**config.mk**
```make
export PLATFORM = sky130hd
export DESIGN_NAME = led_frame_serializer
export DESIGN_NICKNAME = d
export VERILOG_FILES = /design/src/rtl/led_pkg.sv /design/src/rtl/pixel_prefetch_buf.sv /design/src/rtl/led_frame_serializer.sv
export SDC_FILE = /design/constraint.sdc
export NUM_CORES = 1
export LEC_CHECK = 0
export CORE_MARGIN = 2
export CORE_UTILIZATION = 50
export CTS_CLUSTER_DIAMETER = 50
export CTS_CLUSTER_SIZE = 20
export DETAILED_ROUTE_END_ITERATION = 10
export PLACE_DENSITY = 0.75
export RECOVER_POWER = 100
export SLEW_MARGIN = 20
export SYNTH_ARGS = -nofsm -noshare
export SYNTH_HDL_FRONTEND = slang
export SYNTH_SLANG_ARGS = --single-unit
```
**constraint.sdc**
```tcl
create_clock -name clk -period 2.7 [get_ports clk]
set_input_delay 0.54 -clock clk [delete_from_list [all_inputs] [get_ports clk]]
set_output_delay 0.54 -clock clk [all_outputs]
set_load 0.01 [all_outputs]
```
**src/rtl/led_pkg.sv**
```systemverilog
// rtl/led_pkg.sv - shared constants and FSM state type for the LED frame serializer
package led_pkg;

  // GRB pixel layout: G in the top byte, then R, then B
  localparam int G_OFS = 16;
  localparam int R_OFS = 8;
  localparam int B_OFS = 0;
  localparam int CH_W = R_OFS - B_OFS;
  localparam int GRB_BITS = G_OFS + CH_W;

  localparam int DEF_NUM_LEDS = 64;
  localparam int CLK_PERIOD_NS = 10;
  localparam int LATCH_NS = 50_000;
  localparam int DEF_LATCH_CYCLES = LATCH_NS / CLK_PERIOD_NS;

  typedef enum logic [2:0] {
    ST_IDLE,
    ST_PRIME,
    ST_PRIME_WAIT,
    ST_SHIFT,
    ST_LATCH
  } state_t;

endpackage

```
**src/rtl/pixel_prefetch_buf.sv**
```systemverilog
// rtl/pixel_prefetch_buf.sv - frame RAM read port plus one-entry prefetch holding register
module pixel_prefetch_buf #(
  parameter int ADDR_W = 6,
  parameter int DATA_W = 24
) (
  input  logic              clk,
  input  logic              rstn,
  input  logic              rd_req,
  input  logic              rd_keep,
  input  logic [ADDR_W-1:0] rd_addr,
  input  logic              consume,
  input  logic [DATA_W-1:0] pix_data,
  output logic              pix_rd_en,
  output logic [ADDR_W-1:0] pix_addr,
  output logic [DATA_W-1:0] next_data,
  output logic              next_valid
);

  // keep_q rides alongside pix_rd_en; cap_q marks the cycle RAM data is valid
  logic keep_q;
  logic cap_q;

  // Issue reads, align the one-cycle RAM latency, and hold the prefetched pixel
  always_ff @(posedge clk or negedge rstn) begin
    if (!rstn) begin
      pix_rd_en  <= 1'b0;
      pix_addr   <= '0;
      keep_q     <= 1'b0;
      cap_q      <= 1'b0;
      next_data  <= '0;
      next_valid <= 1'b0;
    end else begin
      pix_rd_en <= rd_req;
      keep_q    <= rd_req & rd_keep;
      cap_q     <= pix_rd_en & keep_q;
      if (rd_req) pix_addr <= rd_addr;
      if (cap_q) begin
        next_data  <= pix_data;
        next_valid <= 1'b1;
      end else if (consume) begin
        next_valid <= 1'b0;
      end
    end
  end

endmodule

```
**src/rtl/led_frame_serializer.sv**
```systemverilog
// rtl/led_frame_serializer.sv - reads a GRB frame from RAM and serializes it bit by bit for the LED transmitter
module led_frame_serializer
  import led_pkg::*;
#(
  parameter int NUM_LEDS     = DEF_NUM_LEDS,
  parameter int BITS_PER_LED = GRB_BITS,
  parameter int ADDR_W       = 6,
  parameter int LATCH_CYCLES = DEF_LATCH_CYCLES
) (
  input  logic                    clk,
  input  logic                    rstn,
  input  logic                    frame_start,
  output logic                    frame_busy,
  output logic                    pix_rd_en,
  output logic [ADDR_W-1:0]       pix_addr,
  input  logic [BITS_PER_LED-1:0] pix_data,
  input  logic                    new_bit_rqst,
  output logic                    bit_to_transmit,
  output logic                    all_bits_shifted,
  output logic                    rqst_err
);

  localparam int MSB = BITS_PER_LED - 1;
  localparam int BCW = $clog2(BITS_PER_LED);
  localparam int LCW = (LATCH_CYCLES > 1) ? $clog2(LATCH_CYCLES) : 1;

  state_t                  state;
  logic [BITS_PER_LED-1:0] shift_reg;
  logic [BCW-1:0]          bit_cnt;
  logic [ADDR_W-1:0]       led_idx;
  logic [LCW-1:0]          latch_cnt;
  logic                    pending;

  logic                    fetch_req;
  logic                    fetch_keep;
  logic [ADDR_W-1:0]       fetch_addr;
  logic                    consume;
  logic [BITS_PER_LED-1:0] next_data;
  logic                    next_valid;

  logic                    last_pix;
  logic [ADDR_W:0]         nxt_fetch;
  logic                    pix_done_rqst;
  logic                    underrun;

  assign last_pix      = (led_idx == ADDR_W'(NUM_LEDS - 1));
  assign nxt_fetch     = {1'b0, led_idx} + (ADDR_W + 1)'(2);
  assign pix_done_rqst = (state == ST_SHIFT) && new_bit_rqst && (bit_cnt == '0) && !last_pix;
  assign underrun      = pix_done_rqst && !next_valid;

  pixel_prefetch_buf #(
    .ADDR_W (ADDR_W),
    .DATA_W (BITS_PER_LED)
  ) u_prefetch (
    .clk        (clk),
    .rstn       (rstn),
    .rd_req     (fetch_req),
    .rd_keep    (fetch_keep),
    .rd_addr    (fetch_addr),
    .consume    (consume),
    .pix_data   (pix_data),
    .pix_rd_en  (pix_rd_en),
    .pix_addr   (pix_addr),
    .next_data  (next_data),
    .next_valid (next_valid)
  );

  // Decide which RAM read to issue this cycle: prime read of pixel 0 or a prefetch
  always_comb begin
    fetch_req  = 1'b0;
    fetch_keep = 1'b0;
    fetch_addr = '0;
    consume    = 1'b0;
    case (state)
      ST_IDLE: begin
        if (frame_start || pending) fetch_req = 1'b1;
      end
      ST_PRIME_WAIT: begin
        if (NUM_LEDS > 1) begin
          fetch_req  = 1'b1;
          fetch_keep = 1'b1;
          fetch_addr = ADDR_W'(1);
        end
      end
      ST_SHIFT: begin
        if (pix_done_rqst) begin
          consume = 1'b1;
          if (nxt_fetch < (ADDR_W + 1)'(NUM_LEDS)) begin
            fetch_req  = 1'b1;
            fetch_keep = 1'b1;
            fetch_addr = nxt_fetch[ADDR_W-1:0];
          end
        end
      end
      default: ;
    endcase
  end

  // Frame FSM: prime, shift out MSB first, hold the latch gap, track pending starts and errors
  always_ff @(posedge clk or negedge rstn) begin
    if (!rstn) begin
      state            <= ST_IDLE;
      frame_busy       <= 1'b0;
      bit_to_transmit  <= 1'b0;
      all_bits_shifted <= 1'b1;
      rqst_err         <= 1'b0;
      shift_reg        <= '0;
      bit_cnt          <= '0;
      led_idx          <= '0;
      latch_cnt        <= '0;
      pending          <= 1'b0;
    end else begin
      if (frame_start) rqst_err <= 1'b0;
      if (new_bit_rqst && (all_bits_shifted || underrun)) rqst_err <= 1'b1;
      if (frame_start && (state != ST_IDLE)) pending <= 1'b1;
      case (state)
        ST_IDLE: begin
          if (frame_start || pending) begin
            state      <= ST_PRIME;
            frame_busy <= 1'b1;
            pending    <= 1'b0;
            led_idx    <= '0;
          end
        end
        ST_PRIME: state <= ST_PRIME_WAIT;
        ST_PRIME_WAIT: begin
          shift_reg        <= pix_data;
          bit_cnt          <= BCW'(MSB);
          bit_to_transmit  <= pix_data[MSB];
          all_bits_shifted <= 1'b0;
          state            <= ST_SHIFT;
        end
        ST_SHIFT: begin
          if (new_bit_rqst) begin
            if (bit_cnt != '0) begin
              shift_reg       <= shift_reg << 1;
              bit_cnt         <= bit_cnt - BCW'(1);
              bit_to_transmit <= shift_reg[MSB-1];
            end else if (!last_pix) begin
              shift_reg       <= next_data;
              bit_cnt         <= BCW'(MSB);
              led_idx         <= led_idx + ADDR_W'(1);
              bit_to_transmit <= next_data[MSB];
            end else begin
              all_bits_shifted <= 1'b1;
              latch_cnt        <= '0;
              state            <= ST_LATCH;
            end
          end
        end
        ST_LATCH: begin
          if (latch_cnt == LCW'(LATCH_CYCLES - 1)) begin
            state      <= ST_IDLE;
            frame_busy <= 1'b0;
          end else begin
            latch_cnt <= latch_cnt + LCW'(1);
          end
        end
        default: state <= ST_IDLE;
      endcase
    end
  end

endmodule

```
# Yosys cells after proc, flatten, opt, wreduce, memory -nomap -nowiden
# Cells that the tools add are included.
dict set report classes {
  addsub 4
  magnitude_cmp 1
  n_eq_ne 14
  n_mux 52
  bitwise 2
  reduce_logical 26
}
# operator count
set op_table {}
lappend op_table {{23-bit two-way mux} 3}
lappend op_table {{13-bit two-way mux} 4}
lappend op_table {{23-bit case mux with 2 select lines} 1}
lappend op_table {{6-bit two-way mux} 6}
lappend op_table {{13-bit case mux with 2 select lines} 1}
lappend op_table {{6-bit case mux with 2 select lines} 2}
lappend op_table {{1-bit two-way mux} 20}
lappend op_table {{3-bit two-way mux} 5}
lappend op_table {{5-bit two-way mux} 3}
lappend op_table {{3-bit case mux with 5 select lines} 1}
lappend op_table {{5-bit AND reduction} 3}
lappend op_table {{2-bit != test (second input constant)} 7}
lappend op_table {{13-bit by 1-bit adder with 13-bit output (second input constant)} 1}
lappend op_table {{13-bit == test (second input constant)} 1}
lappend op_table {{2-bit nonzero test} 6}
lappend op_table {{5-bit case mux with 2 select lines} 1}
lappend op_table {{1-bit case mux with 2 select lines} 4}
lappend op_table {{6-bit by 2-bit adder with 7-bit output (second input constant)} 1}
lappend op_table {{7-bit < comparator (second input constant)} 1}
lappend op_table {{6-bit by 1-bit adder with 6-bit output (second input constant)} 1}
lappend op_table {{3-bit by 2-bit == test with 1-bit output (second input constant)} 2}
lappend op_table {{6-bit == test (second input constant)} 1}
lappend op_table {{1-bit logical AND} 6}
lappend op_table {{3-bit AND reduction} 2}
lappend op_table {{other kinds (13)} 16}
dict set report word_totals {
  reg_bits 89
  input_bits 28
  out_inout_bits 11
}

# Logic depth before layout (Yosys ltp)
# Gate-level depths: netlist of the first run.
dict set report logic_depth {
  ltp_word 8
  depth_mapped 8
}

# Cells and area by module
# A second synthesis of the first run with hierarchy kept.
dict set report hier_totals {
  cells_unflattened 402
  area_unflattened_um2 4301.6
}
# module instances cells_per_inst area_per_inst_um2 seq_area_each_um2
set modules_own_cells {}
lappend modules_own_cells {led_frame_serializer 1 330 2961.6 1377.6}
lappend modules_own_cells {pixel_prefetch_buf 1 72 1340.0 850.8}

# Worst setup path after synthesis of the first run
# OpenSTA, ideal clock, no wires.
dict set report synth_path {
  path_type {register -> register}
  from {register bit_cnt[0]}
  to {register bit_to_transmit}
  arrival_time_ns 1.846
  path_slack_ns 0.729
  path_stages_with_launch 9
  path_buffers 2
  period_less_slack_ns 1.971
  cell_sequence {dfrtp_1 > inv_1 > ha_1 > nor4b_4 > a31oi_2 > or2_1 > buf_6 > buf_6 > mux2_4}
}
dict set report synth_via {
  elab_chain_len 4
  word_cells_on_any_way 6
  cone_classes {eq/ne (1); mux (3); reduce/logical (2)}
}
# element line
set synth_lines {}
lappend synth_lines {{start: declaration} led_frame_serializer.sv:29} ;# logic [BCW-1:0] bit_cnt;
lappend synth_lines {{start signal: assignment} led_frame_serializer.sv:128} ;# bit_cnt <= BCW'(MSB);
lappend synth_lines {{start signal: assignment} led_frame_serializer.sv:137} ;# bit_cnt <= bit_cnt - BCW'(1);
lappend synth_lines {{start signal: assignment} led_frame_serializer.sv:141} ;# bit_cnt <= BCW'(MSB);
lappend synth_lines {{5-bit nonzero test *} led_frame_serializer.sv:135} ;# if (bit_cnt != '0) begin
lappend synth_lines {{1-bit two-way mux} led_frame_serializer.sv:135}
lappend synth_lines {{1-bit two-way mux} led_frame_serializer.sv:134} ;# if (new_bit_rqst) begin
lappend synth_lines {{1-bit case mux with 2 select lines} led_frame_serializer.sv:116} ;# case (state)
lappend synth_lines {{end signal: assignment} led_frame_serializer.sv:129} ;# bit_to_transmit <= pix_data[MSB];
lappend synth_lines {{end signal: assignment} led_frame_serializer.sv:138} ;# bit_to_transmit <= shift_reg[MSB-1];
lappend synth_lines {{end signal: assignment} led_frame_serializer.sv:143} ;# bit_to_transmit <= next_data[MSB];
lappend synth_lines {{end: declaration} led_frame_serializer.sv:18} ;# output logic bit_to_transmit,
# Mark *: on every way between the ends. The rest lies on a longest branch, timed or not. The select of a mux whose other input is x is not followed.
# A chain may end at the register's enable or synchronous reset.

# Worst setup path in the final report of the first run
dict set report layout_path {
  from {register bit_cnt[0]}
  to {register all_bits_shifted}
}
dict set report layout_via {
  elab_chain_len 3
}
# element line
set layout_lines {}
lappend layout_lines {{5-bit nonzero test} led_frame_serializer.sv:135}
lappend layout_lines {{2-bit != test (no source line)} n/a}
lappend layout_lines {{4-bit AND reduction (no source line)} n/a}
lappend layout_lines {{end signal: assignment} led_frame_serializer.sv:105} ;# all_bits_shifted <= 1'b1;
lappend layout_lines {{end signal: assignment} led_frame_serializer.sv:130} ;# all_bits_shifted <= 1'b0;
lappend layout_lines {{end signal: assignment} led_frame_serializer.sv:145} ;# all_bits_shifted <= 1'b1;
lappend layout_lines {{end: declaration} led_frame_serializer.sv:19} ;# output logic all_bits_shifted,
# No other way between the ends.

==> results of run 1 <==
## cells in the final DEF, fill, tap and decap left out, drive strengths merged, types with 2 or more instances in the layout
master and instances:
o32ai 2, nor4 9, mux2i 8, xor2 3, inv 7, buf 5
o211ai 3, a21oi 8, dfrtp 88, nor3 10, and3 6, nand4 6
and2 3, mux2 47, or3 2, bufinv 2, clkdlybuf4s50 25, or2 2
xnor2 9, nor2 43, nand3 12, dlygate4sd3 12, a221o 5, a31oi 21
ha 5, clkbuf 16, o21ai 7, nand2 59, clkinvlp 2, or4 2
or4b 2
## report_power, final
| group | switching, uW | internal, uW |
|---|---|---|
| Clock | 473 | 540 |
| Combinational | 325 | 381 |
| Sequential | 179 | 1580 |
## metal layers
metal	GRT usage	vias up	wire (um)	share of wire
met1	0.2766	1612	4247	0.48
li1	-	1540	-	-
met3	0.02720	12	350	0.040
met5	0	-	0	0
met4	0.06955	0	135	0.015
met2	0.2993	71	4118	0.47
## layout make-up
class                           count  area, um^2  area share
Clock buffer                       10       137.6     0.02735
Clock inverter                      5       80.08     0.01591
Inverter                            7       26.28    0.005221
Multi-Input combinational cell    293        1966      0.3906
Sequential cell                    89        2228      0.4428
Tap cell                          108       135.1     0.02685
Timing Repair Buffer               48       459.2     0.09125
## cell families (layout without fill, tap and decap cells)
family          count (synthesis)  after routing  share of synthesized area
xor+xnor                       12             12                    0.02368
mux                            55             55                     0.1508
buf+inv                        33             70                    0.03609
simple gates                  164            164                     0.1833
flops                          89             89                     0.5021
compound gates                 57             57                    0.08994
fa+ha+maj                       5              5                    0.01410
## stage by stage
step | cell area (um^2) | cells | setup WS, ns
5_1_grt | 5032 | 560 | 0.2282
2_1_floorplan | 4438 | 415 | 0.7291
4_1_cts | 5147 | 560 | 0.4887
3_3_place_gp | 4930 | 545 | 0.3907
6_report | 5032 | 560 | 0.4194
3_5_place_dp | 4930 | 545 | 0.2850
## worst min path at each step
stage	start	end	slack [ns]	cells after the start
finish	rstn	u_prefetch.next_data[2]$_DFFE_PN0P_	0.40	1
global route	rstn	shift_reg[2]$_DFFE_PN0P_	0.49	1
CTS	rstn	shift_reg[20]$_DFFE_PN0P_	0.20	1
detailed placement	u_prefetch.keep_q$_DFF_PN0_	u_prefetch.cap_q$_DFF_PN0_	0.44	1
global placement	u_prefetch.keep_q$_DFF_PN0_	u_prefetch.cap_q$_DFF_PN0_	0.43	1
floorplan	rstn	bit_cnt[0]$_DFFE_PN0P_	0.24	0
==> metrics.md, run 1 <==
| Metric | Value |
|---|---|
| Nets | `481` |
| Top cells by count, synth | `88 x dfrtp_1, 59 x nand2_1, 43 x nor2_1` |
| Detailed Place HPWL | `5845 um` |
| CTS-repair resized insts | `0` |
| TritonCTS clock tree | `done` |
| Number of global-route vias before repair | `3128` |
| # DRC | `0` |
| Setup TNS | `0 ns` |
| Std-Cell Core Area | `0.008678 mm^2` |
| Fillers | `758` |
| RePlAce Congestion | `0.8370` |
| Max incr delay on CP | `0.76 ns` |
| Worst Setup EP | `all_bits_shifted$_DFFE_PN1P_` |
| Reg-to-Reg Start | `bit_cnt[0]$_DFFE_PN0P_` |
| CTS Hold Buffers Added | `0` |
| Max reg flops | `24` |
| CP required | `2.99 ns` |
| Mapped Cells | `415` |
| Slew margin rel. | `-0.01425` |
| Via count | `3235` |
| Buf+Inv Stages, Crit Path | `1` |
| Max-cap check violation count | `1` |
| Die height | `98.21 um` |
| Total chip power | `3477 uW` |
| Yosys cell types | `54` |
| First-pass GRT wire length | `15120 um` |
| HP Class | `in2async` |
| Final ANT Viol Nets | `0` |
| H-tree Lvls | `3` |
| CP Capture Type | `flip-flop` |
| Yosys warns | `0` |
| Data arrival, critical path | `2.57 ns` |
| Worst setup path startpoint | `bit_cnt[0]$_DFFE_PN0P_` |
| Mapped Nets | `448` |
| Worst reg2reg path depth | `6` |
| Final wirelength | `8851 um` |
| Crit-path most repeated cell | `nor2_1` |
| Initial antenna violation count | `0` |
| Overall Global Routing Usage | `0.1921` |
| Syn_area_per_cell | `10.69 um^2` |
| Hold Slack | `0.3968 ns` |
| Final min period | `2.281 ns` |
| Synth area leaders | `dfrtp_1 50%, mux2_2 7.9%, mux2_4 5.4%` |
| Fraction of layout cells with a size suffix above 1 | `0.1350` |
| Setup violators final | `0` |
| Asr flop ratio synth | `1.000` |
| Power density over the cells | `691.0 mW/mm^2` |
| Routed wire length per instance | `15.81 um` |
| Most common cell in the netlist | `dfrtp_1` |
| CTS Root Cell | `clkbuf_8` |
| Max VDD drop | `301.3 uV` |
| WP depth | `6` |
| Fmax | `438.5 MHz` |
| Largest net degree at the start of global routing | `47` |
| CP startpoint kind | `flip-flop` |
| CTS Buffer Depth | `2` |
| Antenna fix cells | `0` |
| Die width | `98.21 um` |
| Area share of the largest cell type after synthesis | `0.4962` |
| Cell Area, Synth | `0.004438 mm^2` |
| Clk Latency, worst-skew pair | `0.36 ns` |
| Synthesis-to-finish area growth | `13.39%` |
| TritonCTS Buffers | `9` |
| Drt first pass iters | `4` |
| Initial drt markers | `123` |
| Run status | `complete, but fails checks` |
| Slew @ Worst Pin | `1.521 ns` |
| Port Buffers | `38` |
| Endpoints failing hold | `0` |
| Clk_skew | `0.01212 ns` |
| Failing checks | `capacitance limit, slew limit` |
| Unrepaired setup endpoints after global routing | `no` |
| Crit path max-delay family | `simple AND/OR/NAND/NOR gates` |
| Io pins | `39` |
| Grt ovf | `0` |
| Most used DFF post-synth | `dfrtp_1` |
| Initial Util | `0.5114` |
| Reg-to-Reg End | `all_bits_shifted$_DFFE_PN1P_` |
| FP Rows | `34` |
| Final max-slew violation count | `26` |
| Worst-path fanout max | `9` |
| Crit path kind | `reg2reg` |
| Slowest CP cell | `nor4_2` |
| R2r setup slk | `0.42 ns` |
| Finished Core Util | `0.5799` |
| Sequential element share of the synthesized area | `0.5021` |
| P_leak | `0.002227 uW` |
| Via/cell ratio | `5.777` |
| Worst-path clk slew | `0.09 ns` |
| Clk sinks | `89` |
| Die Footprint | `0.009645 mm^2` |
| Post-synth EDFFs | `0` |
| Setup Buffers After CTS | `0` |
| Synth Register Bits | `89` |
| Final Cycle Share | `0.8447` |
| Post-synth top area cell | `dfrtp_1` |
| Worst-path cell chain | `inv_1, ha_1, or4b_1, nor4_2, nor2_1, nor2_1` |
No activity file was read; power rests on OpenSTA's default activity.
==> run 2: changes to the inputs <==
==> constraint.sdc (replaced) <==
create_clock -name clk -period 2.3 [get_ports clk]
set_input_delay 0.46 -clock clk [delete_from_list [all_inputs] [get_ports clk]]
set_output_delay 0.46 -clock clk [all_outputs]
set_load 0.01 [all_outputs]
==> run 2 against run 1 <==
Effect of this change: the run still ends with capacitance limit, slew limit left; sequential cell count did not move; via count fell by 0.65%; hold slack improved by 0.059 ns; clock power rose by 19%; non-clock buffer count rose by 8; clock skew fell by 0.0013 ns; largest cell class unchanged.
==> metrics.md, run 2 (synthesized netlist as in run 1, its figures left out) <==
| Metric | Value |
|---|---|
| Via count | `3214 (was 3235)` |
| DP Cell Count | `553 (was 545)` |
| Worst-path cell chain | `inv_1, ha_1, or4b_1, buf_4, nor4_4, clkbuf_2, nor2_1, nor2_1 (was inv_1, ha_1, or4b_1, nor4_2, nor2_1, nor2_1)` |
| Initial drt markers | `128 (was 123)` |
| H-tree Lvls | `3 (unchanged)` |
| CTS-repair resized insts | `0 (unchanged)` |
| Final Cycle Share | `0.9275 (was 0.8447)` |
| Synthesis-to-finish area growth | `15.14% (was 13.39%)` |
| Clk_skew | `0.01085 ns (was 0.01212 ns)` |
| Max reg flops | `24 (unchanged)` |
| Die height | `98.21 um (unchanged)` |
| Hold Crit Depth | `1` |
| First-pass GRT wire length | `15660 um (was 15120 um)` |
| Setup violators final | `0 (unchanged)` |
| Setup Buffers After CTS | `0 (unchanged)` |
| Via/cell ratio | `5.649 (was 5.777)` |
| CTS Hold Buffers Added | `0 (unchanged)` |
| Comb pwr share | `0.205 (was 0.203)` |
| Slowest CP cell | `or4b_1 (was nor4_2)` |
| CTS Root Cell | `clkbuf_8 (unchanged)` |
| Die width | `98.21 um (unchanged)` |
| Nets | `489 (was 481)` |
| Setup TNS | `0 ns (unchanged)` |
| Total chip power | `4111 uW (was 3477 uW)` |
| Fmax | `468.8 MHz (was 438.5 MHz)` |
| Crit-path most repeated cell | `nor2_1 (unchanged)` |
| WP depth | `8 (was 6)` |
| RePlAce Congestion | `0.8446 (was 0.8370)` |
| Largest net degree at the start of global routing | `35 (was 47)` |
| TritonCTS clock tree | `done (unchanged)` |
| Final wirelength | `9102 um (was 8851 um)` |
| Hold Slack | `0.4559 ns (was 0.3968 ns)` |
| Slew @ Worst Pin | `1.727 ns (was 1.521 ns)` |
| Max incr delay on CP | `0.49 ns (was 0.76 ns)` |
| Data arrival, critical path | `2.43 ns (was 2.57 ns)` |
| Run status | `complete, but fails checks (unchanged)` |
| Seq pwr share | `0.502 (was 0.506)` |
| Final min period | `2.133 ns (was 2.281 ns)` |
| CP required | `2.60 ns (was 2.99 ns)` |
| Most frequent cells in the layout | `88 x dfrtp_1, 59 x nand2_1, 43 x nor2_1 (unchanged)` |
| Max VDD drop | `363.3 uV (was 301.3 uV)` |
| FP Rows | `34 (unchanged)` |
| Buf+Inv Stages, Crit Path | `3 (was 1)` |
| Slew margin rel. | `-0.1511 (was -0.01425)` |
| Switching Share | `0.2818 (was 0.2810)` |
| Initial Util | `0.5114 (unchanged)` |
| Drt first pass iters | `4 (unchanged)` |
| Non-filler cells, final | `569 (was 560)` |
| Max-cap check violation count | `1 (unchanged)` |
| Crit path max-delay family | `simple AND/OR/NAND/NOR gates (unchanged)` |
| Worst reg2reg path depth | `8 (was 6)` |
| Crit path kind | `reg2reg (unchanged)` |
| Clk sinks | `89 (unchanged)` |
| Worst-path clk slew | `0.09 ns (about the same)` |
| CP Capture Type | `flip-flop (unchanged)` |
| Sw power | `1159 uW (was 977.0 uW)` |
| # DRC | `0 (unchanged)` |
| Clock Power Share | `0.293 (was 0.291)` |
| Most common cell after layout, fill and taps aside | `dfrtp_1 (unchanged)` |
| Grt ovf | `0 (unchanged)` |
| Failing checks | `capacitance limit, slew limit (unchanged)` |
| Unrepaired setup endpoints after global routing | `no (unchanged)` |
| CP startpoint kind | `flip-flop (unchanged)` |
| P_leak | `0.002263 uW (was 0.002227 uW)` |
| Detailed Place HPWL | `6195 um (was 5845 um)` |
| TritonCTS Buffers | `9 (unchanged)` |
| Io pins | `39 (unchanged)` |
| Clk Latency, worst-skew pair | `0.36 ns (about the same)` |
| CTS Buffer Depth | `2 (unchanged)` |
| Final ANT Viol Nets | `0 (unchanged)` |
| Pint | `2953 uW (was 2500 uW)` |
| HP Class | `reg2reg (was in2async)` |
| Overall Global Routing Usage | `0.2011 (was 0.1921)` |
| Routed wire length per instance | `16.00 um (was 15.81 um)` |
| Port Buffers | `38 (unchanged)` |
| Worst-path fanout max | `20 (was 9)` |
| Antenna fix cells | `0 (unchanged)` |
| Final max-slew violation count | `34 (was 26)` |
| Fraction of layout cells with a size suffix above 1 | `0.1497 (was 0.1350)` |
| Power density over the cells | `804.6 mW/mm^2 (was 691.0 mW/mm^2)` |
| Initial antenna violation count | `0 (unchanged)` |
| Std-Cell Core Area | `0.008678 mm^2 (unchanged)` |
| Endpoints failing hold | `0 (unchanged)` |
| Die Footprint | `0.009645 mm^2 (unchanged)` |
| Number of global-route vias before repair | `3306 (was 3128)` |
run 2: cell types whose count changed in the layout (fill, tap and decap cells not counted), sizes merged:
cell,change
buf,+6
clkdlybuf4s50,+1
clkbuf,+2
dlygate4sd3,-1
clkinvlp,+1
run 2: metal layers:
layer / part of all wire / global-route usage / up-vias
li1: - / - / 1555
met1: 0.47 / 0.2730 / 1593
met2: 0.49 / 0.3277 / 60
met3: 0.040 / 0.05011 / 6
met4: 0.0045 / 0.05058 / 0
met5: 0 / 0 / -
run 2: path summary, 6_finish.rpt:
check	from	to	slack [ns]
max reg2reg	bit_cnt[0]$_DFFE_PN0P_	all_bits_shifted$_DFFE_PN1P_	0.17
max	bit_cnt[0]$_DFFE_PN0P_	all_bits_shifted$_DFFE_PN1P_	0.17
min reg2reg	u_prefetch.keep_q$_DFF_PN0_	u_prefetch.cap_q$_DFF_PN0_	0.46
max in group asynchronous	rstn	shift_reg[17]$_DFFE_PN0P_	0.52
min	u_prefetch.keep_q$_DFF_PN0_	u_prefetch.cap_q$_DFF_PN0_	0.46
min in group asynchronous	rstn	shift_reg[2]$_DFFE_PN0P_	0.54
run 2: metrics by stage:
step / setup WS [ns] / area, um^2 / util
3_3_place_gp: 0.1146 / 4965 / 0.5721
5_1_grt: 0.02207 / 5110 / 0.5888
4_1_cts: 0.1494 / 5194 / 0.5985
2_1_floorplan: 0.3291 / 4438 / -
6_report: 0.1667 / 5110 / 0.5888
3_5_place_dp: 0.06642 / 4965 / 0.5721
run 2: power by group through the flow:
stage | clock, uW | sequential (uW) | combinational [uW]
global placement | 0 | 2090 | 917
CTS | 1240 | 2070 | 959
detailed placement | 0 | 2100 | 952
finish | 1200 | 2060 | 844
global route | 1310 | 2110 | 942
floorplan | 0 | 2060 | 649
run 2: final cells by class:
type / count / area (um^2)
clock inverters: 6 / 91.34
well taps: 108 / 135.1
repair buffers: 56 / 501.7
clock buffers: 10 / 137.6
fillers: 748 / 3568
flip-flops and latches: 89 / 2228
multi-input cells: 293 / 1989
inverters: 7 / 26.28
